### src/rtl/ldr_sdram_sink_pkg.sv
// Shared types and constants for the loader-to-SDRAM byte sink.
// Optional checksum feature of the top is enabled with LDR_SDRAM_SINK_CKSUM_EN.
package ldr_pkg;

  typedef enum logic [2:0] {
    IDLE,
    DECIDE,
    FLUSH,
    WRITE,
    ACKH,
    EOF
  } ldr_state_t;

  localparam logic [1:0] BE_LO = 2'b01;
  localparam logic [1:0] BE_HI = 2'b10;
  localparam logic [1:0] BE_W  = 2'b11;

  localparam int LDR_AW_DEF = 20;
  localparam int MEM_AW_DEF = 24;

endpackage

### src/rtl/ldr_sdram_sink_mem_wport.sv
// Single-outstanding write port: latches one word write on start_i, holds
// req/addr/wdat/be stable until the controller acks, then pulses done_o.
module ldr_mem_wport
  import ldr_pkg::*;
#(
  parameter int MEM_AW = MEM_AW_DEF
) (
  input  logic              clk,
  input  logic              rst_n,
  input  logic              start_i,
  input  logic [MEM_AW-1:0] addr_i,
  input  logic [15:0]       wdat_i,
  input  logic [1:0]        be_i,
  input  logic              mem_ack_i,
  output logic              mem_req_o,
  output logic [MEM_AW-1:0] mem_addr_o,
  output logic [15:0]       mem_wdat_o,
  output logic [1:0]        mem_be_o,
  output logic              done_o
);

  logic              req_q;
  logic [MEM_AW-1:0] addr_q;
  logic [15:0]       wdat_q;
  logic [1:0]        be_q;
  logic              done_q;

  // An ack seen while no request is pending is simply dropped.
  always_ff @(posedge clk or negedge rst_n) begin
    if (!rst_n) begin
      req_q  <= 1'b0;
      addr_q <= '0;
      wdat_q <= '0;
      be_q   <= '0;
      done_q <= 1'b0;
    end else begin
      done_q <= 1'b0;
      if (req_q) begin
        if (mem_ack_i) begin
          req_q  <= 1'b0;
          done_q <= 1'b1;
        end
      end else if (start_i) begin
        req_q  <= 1'b1;
        addr_q <= addr_i;
        wdat_q <= wdat_i;
        be_q   <= be_i;
      end
    end
  end

  assign mem_req_o  = req_q;
  assign mem_addr_o = addr_q;
  assign mem_wdat_o = wdat_q;
  assign mem_be_o   = be_q;
  assign done_o     = done_q;

endmodule

### src/rtl/ldr_sdram_sink.sv
// Loader handshake responder that packs bytes into little-endian 16-bit SDRAM writes.
// Define LDR_SDRAM_SINK_CKSUM_EN to add the cksum / cksum_valid outputs.
module ldr_sdram_sink
  import ldr_pkg::*;
#(
  parameter int                LDR_AW   = LDR_AW_DEF,
  parameter int                MEM_AW   = MEM_AW_DEF,
  parameter logic [MEM_AW-1:0] MEM_BASE = '0
) (
  input  logic              cpuclk,
  input  logic              rstn,
  input  logic              LDR_OE,
  input  logic [LDR_AW-1:0] LDR_ADDR,
  input  logic [7:0]        LDR_WDAT,
  input  logic              LDR_WR,
  output logic              LDR_ACK,
  output logic              mem_req,
  output logic [MEM_AW-1:0] mem_addr,
  output logic [15:0]       mem_wdat,
  output logic [1:0]        mem_be,
  input  logic              mem_ack,
`ifdef LDR_SDRAM_SINK_CKSUM_EN
  output logic [15:0]       cksum,
  output logic              cksum_valid,
`endif
  output logic              busy
);

  ldr_state_t        state_q;
  logic              ack_q;
  logic              oe_q;
  logic              eof_pend_q;
  logic              hold_v_q;
  logic [LDR_AW-2:0] hold_waddr_q;
  logic [7:0]        hold_byte_q;
  logic [LDR_AW-1:0] lat_addr_q;
  logic [7:0]        lat_dat_q;
  logic              start_q;
  logic [1:0]        wp_be_q;

  logic [LDR_AW-2:0] lat_waddr;
  logic              same_word;
  logic              oe_rise;
  logic              oe_fall;
  logic              wp_done;
  logic [MEM_AW-1:0] wp_addr_d;
  logic [15:0]       wp_wdat_d;

`ifdef LDR_SDRAM_SINK_CKSUM_EN
  logic [15:0] cksum_q;
  logic        cksum_valid_q;
`endif

  function automatic logic [MEM_AW-1:0] to_mem(input logic [LDR_AW-2:0] waddr);
    return MEM_BASE + MEM_AW'(waddr);
  endfunction

  assign lat_waddr = lat_addr_q[LDR_AW-1:1];
  assign same_word = hold_v_q && (hold_waddr_q == lat_waddr);
  assign oe_rise   = LDR_OE && !oe_q;
  assign oe_fall   = !LDR_OE && oe_q;

  // The byte-enable kind selects the payload: a flush sends the held even byte,
  // the others carry the latched byte. Hold registers stay intact until the port latches.
  always_comb begin
    wp_addr_d = to_mem(lat_waddr);
    wp_wdat_d = {lat_dat_q, 8'h00};
    case (wp_be_q)
      BE_LO:   begin
        wp_addr_d = to_mem(hold_waddr_q);
        wp_wdat_d = {8'h00, hold_byte_q};
      end
      BE_W:    wp_wdat_d = {lat_dat_q, hold_byte_q};
      default: wp_wdat_d = {lat_dat_q, 8'h00};
    endcase
  end

  always_ff @(posedge cpuclk or negedge rstn) begin
    if (!rstn) begin
      state_q      <= IDLE;
      ack_q        <= 1'b0;
      oe_q         <= 1'b0;
      eof_pend_q   <= 1'b0;
      hold_v_q     <= 1'b0;
      hold_waddr_q <= '0;
      hold_byte_q  <= '0;
      lat_addr_q   <= '0;
      lat_dat_q    <= '0;
      start_q      <= 1'b0;
      wp_be_q      <= '0;
`ifdef LDR_SDRAM_SINK_CKSUM_EN
      cksum_q       <= '0;
      cksum_valid_q <= 1'b0;
`endif
    end else begin
      start_q <= 1'b0;
      oe_q    <= LDR_OE;
`ifdef LDR_SDRAM_SINK_CKSUM_EN
      cksum_valid_q <= 1'b0;
`endif
      case (state_q)
        IDLE: begin
          if (LDR_WR && LDR_OE) begin
            lat_addr_q <= LDR_ADDR;
            lat_dat_q  <= LDR_WDAT;
            state_q    <= DECIDE;
          end else if (eof_pend_q) begin
            eof_pend_q <= 1'b0;
            if (hold_v_q) begin
              wp_be_q <= BE_LO;
              start_q <= 1'b1;
              state_q <= EOF;
            end else begin
`ifdef LDR_SDRAM_SINK_CKSUM_EN
              cksum_valid_q <= 1'b1;
`endif
            end
          end
        end
        DECIDE: begin
          if (!lat_addr_q[0]) begin
            if (hold_v_q && !same_word) begin
              wp_be_q <= BE_LO;
              start_q <= 1'b1;
              state_q <= FLUSH;
            end else begin
              hold_v_q     <= 1'b1;
              hold_waddr_q <= lat_waddr;
              hold_byte_q  <= lat_dat_q;
              state_q      <= ACKH;
            end
          end else if (same_word) begin
            wp_be_q  <= BE_W;
            start_q  <= 1'b1;
            hold_v_q <= 1'b0;
            state_q  <= WRITE;
          end else if (hold_v_q) begin
            wp_be_q <= BE_LO;
            start_q <= 1'b1;
            state_q <= FLUSH;
          end else begin
            wp_be_q <= BE_HI;
            start_q <= 1'b1;
            state_q <= WRITE;
          end
        end
        // Once the stale even byte is out, finish absorbing the latched byte.
        FLUSH: begin
          if (wp_done) begin
            hold_v_q <= 1'b0;
            if (!lat_addr_q[0]) begin
              hold_v_q     <= 1'b1;
              hold_waddr_q <= lat_waddr;
              hold_byte_q  <= lat_dat_q;
              state_q      <= ACKH;
            end else begin
              wp_be_q <= BE_HI;
              start_q <= 1'b1;
              state_q <= WRITE;
            end
          end
        end
        WRITE: begin
          if (wp_done) state_q <= ACKH;
        end
        ACKH: begin
          if (!ack_q) begin
            ack_q <= 1'b1;
`ifdef LDR_SDRAM_SINK_CKSUM_EN
            cksum_q <= cksum_q + {8'h00, lat_dat_q};
`endif
          end else if (!LDR_WR) begin
            ack_q   <= 1'b0;
            state_q <= IDLE;
          end
        end
        EOF: begin
          if (wp_done) begin
            hold_v_q <= 1'b0;
`ifdef LDR_SDRAM_SINK_CKSUM_EN
            cksum_valid_q <= 1'b1;
`endif
            state_q  <= IDLE;
          end
        end
        default: state_q <= IDLE;
      endcase

      // Window edges override whatever the state machine did this cycle.
      if (oe_fall) eof_pend_q <= 1'b1;
      if (oe_rise) begin
        hold_v_q   <= 1'b0;
        eof_pend_q <= 1'b0;
`ifdef LDR_SDRAM_SINK_CKSUM_EN
        cksum_q    <= '0;
`endif
      end
    end
  end

  ldr_mem_wport #(
    .MEM_AW(MEM_AW)
  ) u_wport (
    .clk       (cpuclk),
    .rst_n     (rstn),
    .start_i   (start_q),
    .addr_i    (wp_addr_d),
    .wdat_i    (wp_wdat_d),
    .be_i      (wp_be_q),
    .mem_ack_i (mem_ack),
    .mem_req_o (mem_req),
    .mem_addr_o(mem_addr),
    .mem_wdat_o(mem_wdat),
    .mem_be_o  (mem_be),
    .done_o    (wp_done)
  );

  assign LDR_ACK = ack_q;
  assign busy    = (state_q != IDLE) || hold_v_q;

`ifdef LDR_SDRAM_SINK_CKSUM_EN
  assign cksum       = cksum_q;
  assign cksum_valid = cksum_valid_q;
`endif

endmodule
### config.mk
export PLATFORM = sky130hd
export DESIGN_NAME = ldr_sdram_sink
export DESIGN_NICKNAME = d
export VERILOG_FILES = /design/src/rtl/ldr_sdram_sink_pkg.sv /design/src/rtl/ldr_sdram_sink_mem_wport.sv /design/src/rtl/ldr_sdram_sink.sv
export SDC_FILE = /design/constraint.sdc
export NUM_CORES = 1
export LEC_CHECK = 0
export ABC_AREA = 1
export CAP_MARGIN = 0
export CORE_UTILIZATION = 51
export DETAILED_ROUTE_END_ITERATION = 8
export PLACE_DENSITY = 0.77
export SKIP_LAST_GASP = 1
export SYNTH_ARGS = -nofsm -noshare
export SYNTH_HDL_FRONTEND = slang
export SYNTH_SLANG_ARGS = --single-unit
### constraint.sdc
create_clock -name cpuclk -period 2.1 [get_ports cpuclk]
set_clock_uncertainty 0.05 [all_clocks]
set_input_delay 0.63 -clock cpuclk [delete_from_list [all_inputs] [get_ports cpuclk]]
set_output_delay 0.63 -clock cpuclk [all_outputs]
set_load 0.03 [all_outputs]
# After elaboration in Yosys (flattened, before gate mapping)
# Cells that the tools add are included.
[word_totals] reg_bits=109 out_inout_bits=45 input_bits=33
[op_classes] n_mux=63 reduce_logical=22 bitwise_logic=1 n_eq_ne=28
[op_table] op="$mux 19" count=5
[op_table] op="$pmux 19 s2" count=1
[op_table] op="$mux 3" count=11
[op_table] op="$mux 8" count=4
[op_table] op="$pmux 16 s2" count=1
[op_table] op="$mux 1" count=27
[op_table] op="$eq 19x19->1" count=1
[op_table] op="$mux 2" count=9
[op_table] op="$ne 2x2->1 const B" count=9
[op_table] op="$pmux 3 s6" count=1
[op_table] op="$pmux 8 s2" count=1
[op_table] op="$reduce_and 7->1" count=2
[op_table] op="$ne 3x3->1 const B" count=4
[op_table] op="$reduce_and 5->1" count=2
[op_table] op="$reduce_bool 3->1" count=3
[op_table] op="$ne 4x4->1 const B" count=2
[op_table] op="$eq 3x2->1 const B" count=2
[op_table] op="$eq 3x3->1 const B" count=2
[op_table] op="$ne 2x1->1 const B" count=3
[op_table] op="$ne 3x2->1 const B" count=2
[op_table] op="$pmux 1 s3" count=2
[op_table] op="$pmux 2 s3" count=1
[op_table] op="$reduce_and 2->1" count=3
[op_table] op="$logic_and 1x1->1" count=5
[op_table] op="other kinds (9)" count=11

# Longest topological paths before layout
# Gate-level depths: netlist of the first run.
[logic_depth] depth_word=8 ltp_mapped=12 depth_no_buf=12

# By module
# From an unflattened synthesis of the first run, not the netlist that was laid out.
[hier_totals] cells_unflattened=638 area_unflattened_um2=5271.3
[modules_own_cells] mod="ldr_sdram_sink" area_per_inst_um2=3459.6 n_inst=1 cells_each=450
[modules_own_cells] mod="ldr_mem_wport" area_per_inst_um2=1811.7 n_inst=1 cells_each=188

# Worst setup path before layout of the first run
# Ideal clock, no wire load.
[synth_path] kind="reg-to-output" startpoint="reg state_q[0]" endpoint="out busy" t_required_ns=1.420 path_slack_ns=0.403 path_stages_with_launch=5 t_arrival_ns=1.017 path_cell_list="dfrtp_1 -> inv_1 -> nand2_1 -> nor2_1 -> nand2_1"
[synth_via] elab_chain_cells=2
[synth_rtl] element="from (decl)" line_no="ldr_sdram_sink.sv:29" source="ldr_state_t state_q;"
[synth_rtl] element="from (signal assigned)" line_no="ldr_sdram_sink.sv:80" source="state_q <= IDLE;"
[synth_rtl] element="from (signal assigned)" line_no="ldr_sdram_sink.sv:106" source="state_q <= DECIDE;"
[synth_rtl] element="from (signal assigned)" line_no="ldr_sdram_sink.sv:112" source="state_q <= EOF;"
[synth_rtl] element="$reduce_bool 3->1" line_no="ldr_sdram_sink.sv:219" source="assign busy = (state_q != IDLE) || hold_v_q;"
[synth_rtl] element="$logic_or 1x1->1" line_no="ldr_sdram_sink.sv:219"
[synth_rtl] element="to (decl)" line_no="ldr_sdram_sink.sv:26" source="output logic busy"
# No other way between the ends.

# Worst setup path after layout of the first run
# Same ends and word-level chain as after synthesis.

==> results by group, run 1 <==
Synthesis
  – Cell accounting for the most synthesized area: dfrtp_1
  – Synth top area cells: dfrtp_1 54%, nand2_1 11%, a21oi_1 7.2%
  – Sequential area share after synthesis: 54.1%
  – Number of synthesized flops with an enable pin: 0
  – Most frequent cell after synthesis: nand2_1
  – Post-synth ARST share: 100%
  – Ys Warns: 0
  – Synthesized area: 4810 um2
  – Mean Syn Cell Area: 8.55 um2
  – Post-synthesis register bit count: 104
  – Synth unique cells: 33
  – Synthesized instance count: 563
  – Top cell type's share of synthesized area: 54.1%
  – Prevailing post-synth register cell: dfrtp_1
  – Top post-synthesis cells by count: 146 x nand2_1, 104 x dfrtp_1, 69 x a21oi_1, 62 x nor2_1, 58 x inv_1

Floorplan
  – Initial Util: 52.4%
  – Die Y: 99.2 um
  – Die ar.: 9830 um2
  – Area of the core: 9200 um2
  – Rows: 35
  – # IOs: 78
  – Die width: 99.2 um

Setup path
  – Reg2reg path depth: 11
  – Crit start category: flop
  – Worst path arrival time: 1.29 ns
  – Crit end category: primary output
  – Critical path data required time: 1.42 ns
  – CP peak stage delay: 0.39 ns
  – Most frequent CP cell: nand2_1
  – Crit-path slowest cell: dfrtp_1
  – Critical Path Fanout Max: 3
  – Crit-path cells: inv_1 > nand2_1 > nor2_1 > nand2_1 > buf_2
  – Critical path type: flop to primary output

Outcome
  – Status: finished, violations left
  – Failing checks: DRC

Cells and area
  – Share of layout cells above drive strength 1: 12.7%
  – P&R area growth vs syn: 21.6%
  – Count of nets after finishing: 671
  – Final Cell Area: 5860 um2
  – # diodes: 0
  – Layout fillers: 769

Drt
  – Antenna-violating nets left: 0
  – Vias per cell: 5.14
  – Drt initial violations: 225
  – Vias: 3859
  – Routed WL: 10100 um
  – WL/cell: 13.5 um
  – Residual DRC count: 2
  – Drt pass-1 iters: 8

Clock tree
  – Clock root cell: clkbuf_8
  – Latest clock arrival within the worst-skew pair: 0.36 ns
  – Post-CTS Hold Fix Bufs: 0
  – Clock Sink Count: 104
  – Number of H-tree levels: 3
  – # Post-CTS Setup Buffers: 0
  – Clk pin slew, worst setup/hold paths: 0.10 ns
  – Bufs on Longest Clock Path: 2
  – CTS buffer count: 9
  – CTS tree: built

Global routing
  – First-pass GRT wire length: 17600 um
  – GRT Total Usage: 22.8%
  – Initial antenna violation count: 0
  – Largest net degree at the start of global routing: 55
  – Global route overflow: 0
  – Vias in the first global route: 3781

Place
  – HPWL Detailed: 6890 um
  – Pre-CTS setup slack: 0.0194 ns
  – Post-DP Area: 5650 um2
  – Port bufs: 72
  – Placer Congestion: 0.948

STA
  – Hold Vio Cnt, Final: 0
  – RSZ-0062 raised after global routing: no
  – Setup slack after layout: 0.125 ns
  – Max-slew violation count: 0
  – Max Clk Rate: 506 MHz
  – Worst slew pin tran: 0.536 ns
  – Rel. slew slack: 64.2%
  – Final period util: 94.0%
  – Min Tclk post-route: 1.97 ns
  – Setup TNS: 0 ns
  – Final setup violation count: 0

Pwr
  – Leakage power: 3.10 nW
  – Pwr Total: 8.99 mW
  – Worst VDD drop: 0.750 mV
  – Pwr dens: 1540 nW/um2

Hold path
  – Min-delay worst type: input pin to asynchronous set/reset pin

Job
  – Maxcap violations: 0
-- cell usage in the layout, fill, tap and decap left out, types with 2 or more instances in the layout --
cell	netlist	routed
nand2_1	146	145
dfrtp_1	104	104
a21oi_1	69	69
nor2_1	62	62
inv_1	58	57
clkdlybuf4s50_1	0	31
o21ai_2	25	25
dlymetal6s2s_1	0	24
o21ai_0	18	18
dlygate4sd2_1	0	15
inv_2	11	12
nand3_1	11	11
buf_4	5	11
clkbuf_8	1	10
o31ai_1	6	6
conb_1	1	5
nand3_2	4	4
nand4_1	3	3
buf_12	1	3
nor2_2	2	2
nand2_2	1	2
a21oi_2	2	2
mux2_2	2	2
ha_1	2	2
-- critical path, delay by kind of cell (launching register included) --
kind | cells | cell delay, ns
DFF | 1 | 0.39
buffers and inverters | 2 | 0.28
and+or+nand+nor | 3 | 0.26
-- cell families (layout without fill, tap and decap cells) --
family | count (synthesis) | after routing | share of synthesized area, %
AO/OA/AOI/OAI | 123 | 123 | 15.4
XOR/XNOR | 1 | 1 | 0.182
adder cells (fa/ha/maj) | 2 | 2 | 0.520
buffers and inverters | 96 | 169 | 9.02
flip-flops | 104 | 104 | 54.1
multiplexers | 2 | 2 | 0.468
other | 1 | 5 | 0.0779
AND/OR/NAND/NOR | 234 | 234 | 20.3
-- per-stage QoR --
stage | hold WS [ns] | util, % | cells
after global routing | 0.135 | 63.7 | 751
final | 0.123 | 63.7 | 751
after detailed placement | 0.419 | 61.4 | 736
after floorplan | 0.284 | - | 567
after global placement | 0.415 | 61.4 | 736
after CTS | 0.126 | 63.0 | 751
-- what timing repair did --
item,4_1_cts,5_1_grt
setup endpoints to repair,16,25
cloned,0,0
gates resized for setup,20,25
-- metal layers --
| metal | vias up | global-route usage, % | wire [um] |
|---|---|---|---|
| li1 | 1932 | - | - |
| met4 | 0 | 7.13 | 135 |
| met3 | 11 | 4.36 | 426 |
| met1 | 1828 | 30.9 | 4610 |
| met5 | - | 0 | 0 |
| met2 | 88 | 37.8 | 4950 |
-- state kept, by name (all words and copies together), names as in the netlist, 2 cells and up --
name and count:
hold_byte_q 8, hold_waddr_q 19, lat_addr_q 20, lat_dat_q 8, state_q 3, u_wport.mem_addr_o 19, u_wport.mem_be_o 2, u_wport.mem_wdat_o 16
wp_be_q 2
-- report_power, final --
part           switching [mW]  total [mW]  internal, mW  leakage (nW)
logic                    2.76        4.32          1.56          1.79
clock network           0.668        1.13         0.463        0.0858
registers               0.625        3.55          2.92          1.23
-- final timing paths --
kind | start | to | slack (ns)
worst max register to register | lat_addr_q[11] | hold_waddr_q[15] | 0.19
worst max-delay path | state_q[0] | busy | 0.13
max in group asynchronous | rstn | wp_be_q[0] | 1.29
min in group cpuclk | u_wport.mem_wdat_o[11] | u_wport.mem_wdat_o[11] | 0.43
worst min-delay path | rstn | u_wport.mem_addr_o[16] | 0.12
worst min register to register | u_wport.mem_wdat_o[11] | u_wport.mem_wdat_o[11] | 0.43
-- cell type report --
cell class	count	area, um2	area share, %
Clock inverter	4	30.0	0.513
Multi-Input combinational cell	367	1800	30.7
Tap cell	111	139	2.37
Clock buffer	11	141	2.41
Inverter	69	259	4.42
Timing Repair Buffer	85	890	15.2
Sequential cell	104	2600	44.4
Power figures use the tool's default switching activity.
==> inputs of run 2 (changes only) <==
--- a/config.mk
+++ b/config.mk
@@ -6,6 +6,7 @@
 export NUM_CORES = 1
 export LEC_CHECK = 0
 export ABC_AREA = 1
+export ABC_CLOCK_PERIOD_IN_PS = 2100
 export CAP_MARGIN = 0
 export CORE_UTILIZATION = 51
 export DETAILED_ROUTE_END_ITERATION = 8
==> constraint.sdc (replaced) <==
create_clock -name cpuclk -period 2.1 [get_ports cpuclk]
set_clock_uncertainty 0.05 [all_clocks]
set_input_delay 0.42 -clock cpuclk [delete_from_list [all_inputs] [get_ports cpuclk]]
set_output_delay 0.42 -clock cpuclk [all_outputs]
set_load 0.03 [all_outputs]
==> run 2 against run 1 <==
The flow still finishes with violations (DRC). Worst hold slack improved by 0.32 ns. Combinational power increased by 2%. Setup slack got worse by 0.028 ns. Sequential share of layout area increased by 0.30 points. Via count decreased by 0.57%. Maximum frequency decreased by 1.4%. Clock power increased by 7%. Global-route usage decreased by 0.20 points. Final cell count decreased by 0.27%. Largest cell class unchanged.
==> results by group, run 2 (synthesis results as in run 1) <==
Floorplan
  – Initial Util: 52.4%
  – Area of the core: 9200 um2
  – Die ar.: 9830 um2
  – # IOs: 78
  – Rows: 35
  – Die width: 99.2 um
  – Die Y: 99.2 um

Drt
  – Drt pass-1 iters: 8
  – WL/cell: 14.1 um
  – Routed WL: 10500 um
  – Vias: 3837
  – Residual DRC count: 2
  – Vias per cell: 5.12
  – Antenna-violating nets left: 0
  – Drt initial violations: 159

Job
  – Maxcap violations: 0

Global routing
  – Global route overflow: 0
  – GRT Total Usage: 22.6%
  – Initial antenna violation count: 0
  – First-pass GRT wire length: 17300 um
  – Vias in the first global route: 3658
  – Largest net degree at the start of global routing: 55

Cells and area
  – Max reg flops: 20
  – Commonest non-fill, non-tap cells in the layout: 145 x nand2_1, 104 x dfrtp_1, 70 x clkdlybuf4s50_1, 69 x a21oi_1, 62 x nor2_1
  – Finished Layout Cells: 749
  – Multi-input combinational cell area: 1820 um2
  – # diodes: 0
  – Layout fillers: 780
  – Count of nets after finishing: 668
  – P&R area growth vs syn: 20.8%
  – Largest Register: lat_addr_q
  – Most common cell after layout, fill and taps aside: nand2_1
  – FF/Latch Area: 2600 um2
  – Share of layout cells above drive strength 1: 12.1%

STA
  – Rel. slew slack: 63.1%
  – Final period util: 95.4%
  – Hold Vio Cnt, Final: 0
  – Worst slew pin tran: 0.554 ns
  – Min Tclk post-route: 2.00 ns
  – Hold Slack: 0.445 ns
  – Max Clk Rate: 499 MHz
  – Final setup violation count: 0
  – Max-slew violation count: 0
  – RSZ-0062 raised after global routing: yes

Pwr
  – Pwr dens: 1580 nW/um2
  – Leakage power: 2.81 nW
  – Worst VDD drop: 0.654 mV

Setup path
  – Crit end category: primary output
  – Crit path depth: 5
  – Most frequent CP cell: nand2_1
  – Critical path type: flop to primary output
  – Crit path capture: busy
  – Critical Path Fanout Max: 4
  – WP buf/inv: 2
  – Critical path data required time: 1.63 ns
  – Reg2reg end: hold_waddr_q[8]
  – Crit start category: flop
  – CP peak stage delay: 0.43 ns
  – Crit-path cells: inv_1 > nand2_1 > nor2_1 > nand2_1 > clkdlybuf4s15_1
  – Worst R2R Start: state_q[2]
  – Worst path arrival time: 1.53 ns
  – Flop2flop setup slack: 0.24 ns
  – Reg2reg path depth: 7
  – Crit. Startpoint: state_q[0]
  – Crit-path slowest cell: dfrtp_1
  – Family with the most delay on the worst path: buffers and inverters

Hold path
  – Min-delay worst type: flop to flop

Clock tree
  – Clock root cell: clkbuf_8
  – CTS buffer count: 9
  – Clock Sink Count: 104
  – Clk pin slew, worst setup/hold paths: 0.10 ns
  – CTS tree: built
  – Latest clock arrival within the worst-skew pair: 0.37 ns
  – Number of H-tree levels: 3
  – Bufs on Longest Clock Path: 2

Place
  – Port bufs: 72
  – HPWL Detailed: 6820 um
  – Placer Congestion: 0.879
  – Placed insts: 731

Outcome
  – Status: finished, violations left
  – Failing checks: DRC
[run 2: power breakdown]
| group | switching (mW) | leakage [nW] | internal, mW | total (mW) |
|---|---|---|---|---|
| clock | 0.728 | 0.0927 | 0.483 | 1.21 |
| combinational | 2.77 | 1.49 | 1.65 | 4.41 |
| sequential | 0.664 | 1.23 | 2.92 | 3.58 |
| total | 4.16 | 2.81 | 5.05 | 9.21 |
[run 2: per-stage QoR]
| stage | util (%) | power (mW) | TNS [ns] | setup slack [ns] | instance area [um2] |
|---|---|---|---|---|---|
| after floorplan | - | 6.62 | 0 | 0.589 | 4830 |
| after global placement | 60.9 | 7.84 | 0 | 0.202 | 5600 |
| after detailed placement | 60.9 | 8.01 | 0 | 0.141 | 5600 |
| after CTS | 63.0 | 9.23 | 0 | 0.0668 | 5800 |
| after global routing | 63.3 | 9.95 | -0.0113 | -0.0113 | 5820 |
| final | 63.3 | 9.21 | 0 | 0.0972 | 5820 |
[run 2: repair_timing]
action                                 CTS  global route
endpoints found under the hold margin   26             0
resized for setup                        1             2
buffers inserted                         0             0
setup endpoints to repair                1             4
pin swaps                                0             1
hold buffers                             1             0
gates cloned                             0             1
[run 2: area by class of cell]
cell class              instances  share of cell area [%]
inverters                      69                    4.45
clock inverters                 6                   0.882
repair buffers                 81                    14.0
clock buffers                  10                    2.37
well taps                     111                    2.39
flip-flops and latches        104                    44.7
multi-input cells             368                    31.2
[run 2: how the worst min path moves through the flow]
stage / startpoint / to / depth (start not counted)
after floorplan: rstn / LDR_ACK / 0
after global placement: rstn / u_wport.mem_addr_o[17] / 1
after detailed placement: rstn / u_wport.mem_addr_o[11] / 1
after CTS: u_wport.mem_wdat_o[15] / u_wport.mem_wdat_o[15] / 2
after global routing: rstn / hold_byte_q[5] / 2
final: u_wport.mem_be_o[0] / u_wport.mem_be_o[0] / 2
[run 2: tightest hold or removal path: stages (launching register included)]
cell and delay, ns:
dfrtp_1 0.36, nand2_1 0.05, nand2_1 0.05
[run 2: per-layer routing]
layer | GRT usage, % | routed length, um
met5 | 0 | 0
met4 | 8.94 | 132
met3 | 4.08 | 591
met2 | 36.4 | 5210
met1 | 30.8 | 4610
==> inputs of run 3 (changes only) <==
--- a/config.mk
+++ b/config.mk
@@ -6,10 +6,10 @@
 export NUM_CORES = 1
 export LEC_CHECK = 0
 export ABC_AREA = 1
-export ABC_CLOCK_PERIOD_IN_PS = 2100
-export CAP_MARGIN = 0
+export CAP_MARGIN = 10
 export CORE_UTILIZATION = 51
 export DETAILED_ROUTE_END_ITERATION = 8
+export GPL_TIMING_DRIVEN = 1
 export PLACE_DENSITY = 0.77
 export SKIP_LAST_GASP = 1
 export SYNTH_ARGS = -nofsm -noshare
==> results of run 3 <==
The final DEF is identical to that of run 2; final timing and power are the same.
